==> config.mk <==
export PLATFORM = sky130hd
export DESIGN_NAME = spi_cmd_ctrl_flat
export DESIGN_NICKNAME = d
export VERILOG_FILES = /design/src/rtl/spi_cmd_ctrl_pkg.sv /design/src/rtl/spi_cmd_ctrl_if.sv /design/src/rtl/spi_cmd_ctrl_cs_sync_edge.sv /design/src/rtl/spi_cmd_ctrl.sv /design/src/flat_wrapper.sv
export SDC_FILE = /design/constraint.sdc
export NUM_CORES = 1
export LEC_CHECK = 0
export CAP_MARGIN = 5
export CORE_ASPECT_RATIO = 0.6
export CORE_MARGIN = 8
export CORE_UTILIZATION = 52
export DETAILED_ROUTE_END_ITERATION = 6
export PLACE_DENSITY_LB_ADDON = 0.25
export SYNTH_ARGS = -nofsm -noshare
export SYNTH_HDL_FRONTEND = slang
export SYNTH_SLANG_ARGS = --single-unit
==> constraint.sdc <==
create_clock -name clk_sb -period 3.93 [get_ports clk_sb]
set_input_delay 0.786 -clock clk_sb [delete_from_list [all_inputs] [get_ports clk_sb]]
set_output_delay 0.786 -clock clk_sb [all_outputs]
set_load 0.1 [all_outputs]
==> src/rtl/spi_cmd_ctrl_pkg.sv <==
// Shared types and constants for the SPI command sequencer: FSM states,
// command-byte layout and the saturating error-counter helper.
package spi_cmd_ctrl_pkg;

  typedef enum logic [2:0] {
    ST_IDLE  = 3'd0,
    ST_CMD   = 3'd1,
    ST_WDATA = 3'd2,
    ST_FETCH = 3'd3,
    ST_LOAD  = 3'd4
  } state_e;

  localparam int         CMD_RW_BIT = 7;
  localparam logic [7:0] ERR_MAX    = 8'hFF;

  function automatic logic [7:0] sat_inc(input logic [7:0] v);
    return (v == ERR_MAX) ? v : v + 8'd1;
  endfunction

endpackage

==> src/rtl/spi_cmd_ctrl_if.sv <==
// Byte stream from the SPI slave plus the register/pixel memory port.
// master = sequencer side, slave = SPI slave / memory side.
interface spi_cmd_ctrl_if #(
  parameter int ADDR_W = 7
);
  logic              rx_valid;
  logic [7:0]        rx_data;
  logic              tx_load;
  logic [7:0]        tx_data;
  logic              mem_we;
  logic              mem_re;
  logic [ADDR_W-1:0] mem_addr;
  logic [7:0]        mem_wdata;
  logic [7:0]        mem_rdata;

  modport master (
    input  rx_valid, rx_data, mem_rdata,
    output tx_load, tx_data, mem_we, mem_re, mem_addr, mem_wdata
  );

  modport slave (
    output rx_valid, rx_data, mem_rdata,
    input  tx_load, tx_data, mem_we, mem_re, mem_addr, mem_wdata
  );
endinterface

==> src/rtl/spi_cmd_ctrl_cs_sync_edge.sv <==
// Two-flop synchroniser with registered rise/fall pulses; level and pulses
// are aligned and appear 3 clk_sb after the pin. Resets to "high" (deselected).
module spi_cmd_ctrl_cs_sync_edge (
  input  logic clk_sb,
  input  logic reset_n,
  input  logic din_i,
  output logic lvl_o,
  output logic rise_o,
  output logic fall_o
);

  logic meta_q, sync_q, hist_q, rise_q, fall_q;

  always_ff @(posedge clk_sb or negedge reset_n) begin
    if (!reset_n) begin
      meta_q <= 1'b1;
      sync_q <= 1'b1;
      hist_q <= 1'b1;
      rise_q <= 1'b0;
      fall_q <= 1'b0;
    end else begin
      meta_q <= din_i;
      sync_q <= meta_q;
      hist_q <= sync_q;
      rise_q <= sync_q & ~hist_q;
      fall_q <= ~sync_q & hist_q;
    end
  end

  assign lvl_o  = hist_q;
  assign rise_o = rise_q;
  assign fall_o = fall_q;

endmodule

==> src/rtl/spi_cmd_ctrl.sv <==
// SPI frame decoder: command byte then write data, or a read staged for the next frame's MISO load.
// SPI_CTRL_AUTOINC_EN: step the address after each write byte / fetch (wraps); otherwise hold it.
module spi_cmd_ctrl
  import spi_cmd_ctrl_pkg::*;
#(
  parameter int ADDR_W = 7,
  parameter int RD_LAT = 1
) (
  input  logic           clk_sb,
  input  logic           reset_n,
  input  logic           cs_n_i,
  spi_cmd_ctrl_if.master bus,
  output logic           frame_done_o,
  output logic [7:0]     err_cnt_o
);

  localparam logic [1:0] RD_LAT_C = 2'(RD_LAT);

  logic cs_hi, cs_rise, cs_fall;

  spi_cmd_ctrl_cs_sync_edge u_cs_sync (
    .clk_sb (clk_sb),
    .reset_n(reset_n),
    .din_i  (cs_n_i),
    .lvl_o  (cs_hi),
    .rise_o (cs_rise),
    .fall_o (cs_fall)
  );

  state_e            state_q;
  logic [ADDR_W-1:0] addr_q;
  logic [ADDR_W-1:0] addr_step;
  logic [ADDR_W-1:0] cmd_addr;
  logic [1:0]        lat_cnt_q;
  logic              mem_we_q, mem_re_q, tx_load_q, frame_done_q;
  logic [ADDR_W-1:0] mem_addr_q;
  logic [7:0]        mem_wdata_q, tx_data_q, err_cnt_q;
  logic              err_inc;

`ifdef SPI_CTRL_AUTOINC_EN
  assign addr_step = addr_q + ADDR_W'(1);
`else
  assign addr_step = addr_q;
`endif

  assign cmd_addr = bus.rx_data[ADDR_W-1:0];

  // Stray byte outside a frame, or a new frame arriving before a pending read was loaded.
  assign err_inc = ((state_q == ST_IDLE) && bus.rx_valid) ||
                   (((state_q == ST_FETCH) || (state_q == ST_LOAD)) && cs_fall);

  always_ff @(posedge clk_sb or negedge reset_n) begin
    if (!reset_n) begin
      state_q      <= ST_IDLE;
      addr_q       <= '0;
      lat_cnt_q    <= '0;
      mem_we_q     <= 1'b0;
      mem_re_q     <= 1'b0;
      mem_addr_q   <= '0;
      mem_wdata_q  <= '0;
      tx_data_q    <= '0;
      tx_load_q    <= 1'b0;
      frame_done_q <= 1'b0;
      err_cnt_q    <= '0;
    end else begin
      mem_we_q     <= 1'b0;
      mem_re_q     <= 1'b0;
      tx_load_q    <= 1'b0;
      frame_done_q <= cs_rise;
      if (err_inc) err_cnt_q <= sat_inc(err_cnt_q);

      case (state_q)
        ST_IDLE: begin
          if (cs_fall) state_q <= ST_CMD;
        end
        ST_CMD: begin
          if (bus.rx_valid) begin
            addr_q <= cmd_addr;
            if (bus.rx_data[CMD_RW_BIT]) begin
              mem_re_q   <= 1'b1;
              mem_addr_q <= cmd_addr;
              lat_cnt_q  <= '0;
              state_q    <= ST_FETCH;
            end else begin
              state_q <= cs_rise ? ST_IDLE : ST_WDATA;
            end
          end else if (cs_rise) begin
            state_q <= ST_IDLE;
          end
        end
        ST_WDATA: begin
          // A byte landing with the frame close is still written before going idle.
          if (bus.rx_valid) begin
            mem_we_q    <= 1'b1;
            mem_addr_q  <= addr_q;
            mem_wdata_q <= bus.rx_data;
            addr_q      <= addr_step;
          end
          if (cs_rise)      state_q <= ST_IDLE;
          else if (cs_fall) state_q <= ST_CMD;
        end
        ST_FETCH: begin
          if (cs_fall) begin
            state_q <= ST_CMD;
          end else if (lat_cnt_q == RD_LAT_C) begin
            tx_data_q <= bus.mem_rdata;
            addr_q    <= addr_step;
            state_q   <= ST_LOAD;
          end else begin
            lat_cnt_q <= lat_cnt_q + 2'd1;
          end
        end
        ST_LOAD: begin
          if (cs_fall) begin
            state_q <= ST_CMD;
          end else if (cs_hi) begin
            tx_load_q <= 1'b1;
            state_q   <= ST_IDLE;
          end
        end
        default: state_q <= ST_IDLE;
      endcase
    end
  end

  assign bus.mem_we    = mem_we_q;
  assign bus.mem_re    = mem_re_q;
  assign bus.mem_addr  = mem_addr_q;
  assign bus.mem_wdata = mem_wdata_q;
  assign bus.tx_data   = tx_data_q;
  assign bus.tx_load   = tx_load_q;
  assign frame_done_o  = frame_done_q;
  assign err_cnt_o     = err_cnt_q;

endmodule

==> src/flat_wrapper.sv <==
// flat-port wrapper written by rule: the top's interface ports become plain ports
module spi_cmd_ctrl_flat import spi_cmd_ctrl_pkg::*;
#(
  parameter int ADDR_W = 7,
  parameter int RD_LAT = 1
)
  (clk_sb, reset_n, cs_n_i, frame_done_o, err_cnt_o, bus_rx_valid, bus_rx_data, bus_mem_rdata, bus_tx_load, bus_tx_data, bus_mem_we, bus_mem_re, bus_mem_addr, bus_mem_wdata);
  spi_cmd_ctrl_if #(.ADDR_W(ADDR_W)) bus_i ();
  input  logic clk_sb;
  input  logic reset_n;
  input  logic cs_n_i;
  output logic frame_done_o;
  output logic [7:0] err_cnt_o;
  input wire logic [$bits(bus_i.rx_valid)-1:0] bus_rx_valid;
  input wire logic [$bits(bus_i.rx_data)-1:0] bus_rx_data;
  input wire logic [$bits(bus_i.mem_rdata)-1:0] bus_mem_rdata;
  output wire logic [$bits(bus_i.tx_load)-1:0] bus_tx_load;
  output wire logic [$bits(bus_i.tx_data)-1:0] bus_tx_data;
  output wire logic [$bits(bus_i.mem_we)-1:0] bus_mem_we;
  output wire logic [$bits(bus_i.mem_re)-1:0] bus_mem_re;
  output wire logic [$bits(bus_i.mem_addr)-1:0] bus_mem_addr;
  output wire logic [$bits(bus_i.mem_wdata)-1:0] bus_mem_wdata;
  assign bus_i.rx_valid = bus_rx_valid;
  assign bus_i.rx_data = bus_rx_data;
  assign bus_i.mem_rdata = bus_mem_rdata;
  assign bus_tx_load = bus_i.tx_load;
  assign bus_tx_data = bus_i.tx_data;
  assign bus_mem_we = bus_i.mem_we;
  assign bus_mem_re = bus_i.mem_re;
  assign bus_mem_addr = bus_i.mem_addr;
  assign bus_mem_wdata = bus_i.mem_wdata;
  spi_cmd_ctrl #(.ADDR_W(ADDR_W), .RD_LAT(RD_LAT)) u_core (.clk_sb(clk_sb), .reset_n(reset_n), .cs_n_i(cs_n_i), .bus(bus_i), .frame_done_o(frame_done_o), .err_cnt_o(err_cnt_o));
endmodule
==> metrics.txt <==
status=finished, final reports clean; vias in the first global route=1604; Syn. warnings=0; Hold Path Cell Cnt=0; register area share after synthesis=59.23%; fin nets=247; clock-pin slew on the worst setup and hold paths=0.09 ns; Synth Net Count=192; crit path launch type=register; IO buf count=54; CTS Hold Bufs=0; initial antenna violation count=0; Antenna Violating Nets Remaining=0; CTS Buf Count=5; Total GRT Usage=14.97%; # fillers=297; hold slack=0.3633 ns; Worst Hold Class=reg -> reg; setup TNS=0 ns; RSZ-0062 raised after global routing=no; Synth top cells by count=49 x dfrtp_1, 26 x mux2_2, 13 x nor2_1; slowest cell on the critical path=clkdlybuf4s50_1; maximum clock rate=0.3655 GHz; post-synthesis compound-gate area fraction=4.543%; R2R Path Start=u_core.state_q[0]$_DFFE_PN0P_; Root Buffer=clkbuf_8; Slew Limit Fails=0; layout cells sized above 1=18.58%; final worst-path cycle share=69.63%; reg2reg end=u_core.bus.mem_addr[2]$_DFFE_PN0P_; final setup margin=1.194 ns; ranking of synthesized cells by area=dfrtp_1 56%, mux2_2 13%, dfstp_2 3.6%; I/O pins=55; count leader, synth=dfrtp_1; Util after Layout=70.42%; clock period minus worst slack=2.736 ns; Mapped Area=2203 sq um; DRC Markers=0; WP buf/inv=1; DP HPWL=3493 um; Synth Register Bits=52; cells after synthesis=170; mux cell area share after synthesis=16.98%; worst slew pin tran=1.107 ns; Hold Crit Start=u_core.u_cs_sync.meta_q$_DFF_PN1_; Stages on worst setup path=1; R2R cell count=4; Longest Clk Path Bufs=2; r2r setup slk=1.98 ns; average size of a mapped cell=12.96 sq um; number of clock sinks=52; largest family of logic cells by synthesized area=multiplexers; Top delay family on crit path=buffers and inverters; WS Path Type=reg -> out; pre-CTS WS=1.325 ns; Yosys cell types=36; CP Cell Sequence=clkdlybuf4s50_1; Yosys top cell area share=55.65%; worst hold endpoint=u_core.u_cs_sync.sync_q$_DFF_PN1_; vias=1501; core box area=4099 sq um; GP Congestion=0.8205; final hold violation count=0; remaining global-route overflow=0; die area=6644 sq um; critical path arrival=1.95 ns; Rows=18; EDFF count, synth=0; Slew HR=26.22%; XOR/XNOR Fraction of Synth Area=1.590%; P&R area growth vs syn=31.01%; largest net degree at the start of global routing=53; routed vias/inst=5.248; Initial DRC Count=56; CP peak stage delay=1.18 ns; final wirelength=4647 um; routed len/inst=16.25 um; first-pass GRT wire length=7714 um; Die Y=66.42 um; clk_lat worst skew=0.30 ns; worst-path fanout max=6; leading area contributor after synthesis=dfrtp_1; Die Wd=100.0 um; CTS tree=built; Post-synth top flop=dfrtp_1; clk_skew=0.006054 ns; # resized after CTS=0; CP Capture Type=output port; Synth async-reset ratio=100.0%; Post-CTS Setup Repair Bufs=0; Post-Synth Adder-Cell Area=1.136%; Setup Viol. Count Final=0; H-tree depth=2; post-synthesis simple-gate area fraction=14.59%; Initial Util=53.75%; drt first pass iters=4; Critical Path RT=3.14 ns; n_diodes=0; maxcap violations=0
-- area by class of cell --
type	instances	area, sq um	share of cell area [%]
clock buffer	6	72.57	2.514
clock inverter	2	35.03	1.214
inverter	2	7.507	0.2601
multi-input combinational	110	855.8	29.65
sequential	52	1305	45.21
tap	60	75.07	2.601
timing repair buffer	54	535.5	18.55
-- state kept, by name, summed over array words and instances (netlist names) --
name and cells:
u_core.bus.tx_data 8, u_core.err_cnt_o 8, u_core.u_cs_sync.sync_q 1, u_core.u_cs_sync.fall_o 1
u_core.lat_cnt_q 2, u_core.bus.mem_we 1, u_core.bus.mem_addr 7, u_core.bus.mem_wdata 8
u_core.state_q 3, u_core.u_cs_sync.meta_q 1, u_core.addr_q 7, u_core.frame_done_o 1
u_core.bus.tx_load 1, u_core.u_cs_sync.rise_o 1, u_core.bus.mem_re 1, u_core.u_cs_sync.lvl_o 1
-- worst max-delay path by stage --
| stage | slack, ns | endpoint | startpoint |
|---|---|---|---|
| after floorplan | 1.70 | u_core.err_cnt_o[6]$_DFFE_PN0P_ | u_core.err_cnt_o[0]$_DFFE_PN0P_ |
| after global placement | 1.41 | u_core.bus.mem_addr[1]$_DFFE_PN0P_ | bus_rx_valid |
| after detailed placement | 1.33 | u_core.bus.mem_addr[2]$_DFFE_PN0P_ | bus_rx_valid |
| after CTS | 1.18 | err_cnt_o[2] | u_core.err_cnt_o[2]$_DFFE_PN0P_ |
| after global routing | 1.16 | err_cnt_o[2] | u_core.err_cnt_o[2]$_DFFE_PN0P_ |
| final | 1.19 | err_cnt_o[2] | u_core.err_cnt_o[2]$_DFFE_PN0P_ |
-- placed cells by master, fill, tap and decap left out, types with 2 or more instances in the layout --
cell type / instances
dfrtp_1: 49
mux2_2: 26
nand2_1: 6
mux2i_1: 7
nor3_2: 2
nor2_2: 2
ha_1: 2
nor3_1: 3
o21ai_0: 2
xor2_1: 4
inv_1: 2
nand3_1: 8
clkbuf_8: 5
nand2b_1: 6
nor3b_1: 2
dfstp_2: 3
a21oi_1: 9
nor2b_1: 3
clkdlybuf4s50_1: 53
nor2_1: 13
-- metal layers --
metal  global-route usage, %  vias up  share of wire, %
li1                        -      710                 -
met1                   17.68      747                45
met2                   23.33       37                46
met3                   7.143        7               8.0
met4                   5.794        0               1.3
met5                       0        -                 0
-- cell families (layout without fill, tap and decap cells) --
| group | count (synthesis) | count (layout) |
|---|---|---|
| xor+xnor | 4 | 4 |
| fa+ha+maj | 2 | 2 |
| simple gates | 54 | 54 |
| flops | 52 | 52 |
| buf+inv | 8 | 64 |
| mux | 34 | 34 |
| compound gates | 16 | 16 |
-- metrics by stage --
step | area [sq um] | instances
after floorplan | 2203 | 170
final | 2887 | 286
after global placement | 2779 | 278
after CTS | 2887 | 286
after detailed placement | 2779 | 278
after global routing | 2887 | 286
Power is not shown: default switching activity piles up to over one toggle a cycle in this logic, so the estimate is an artifact.
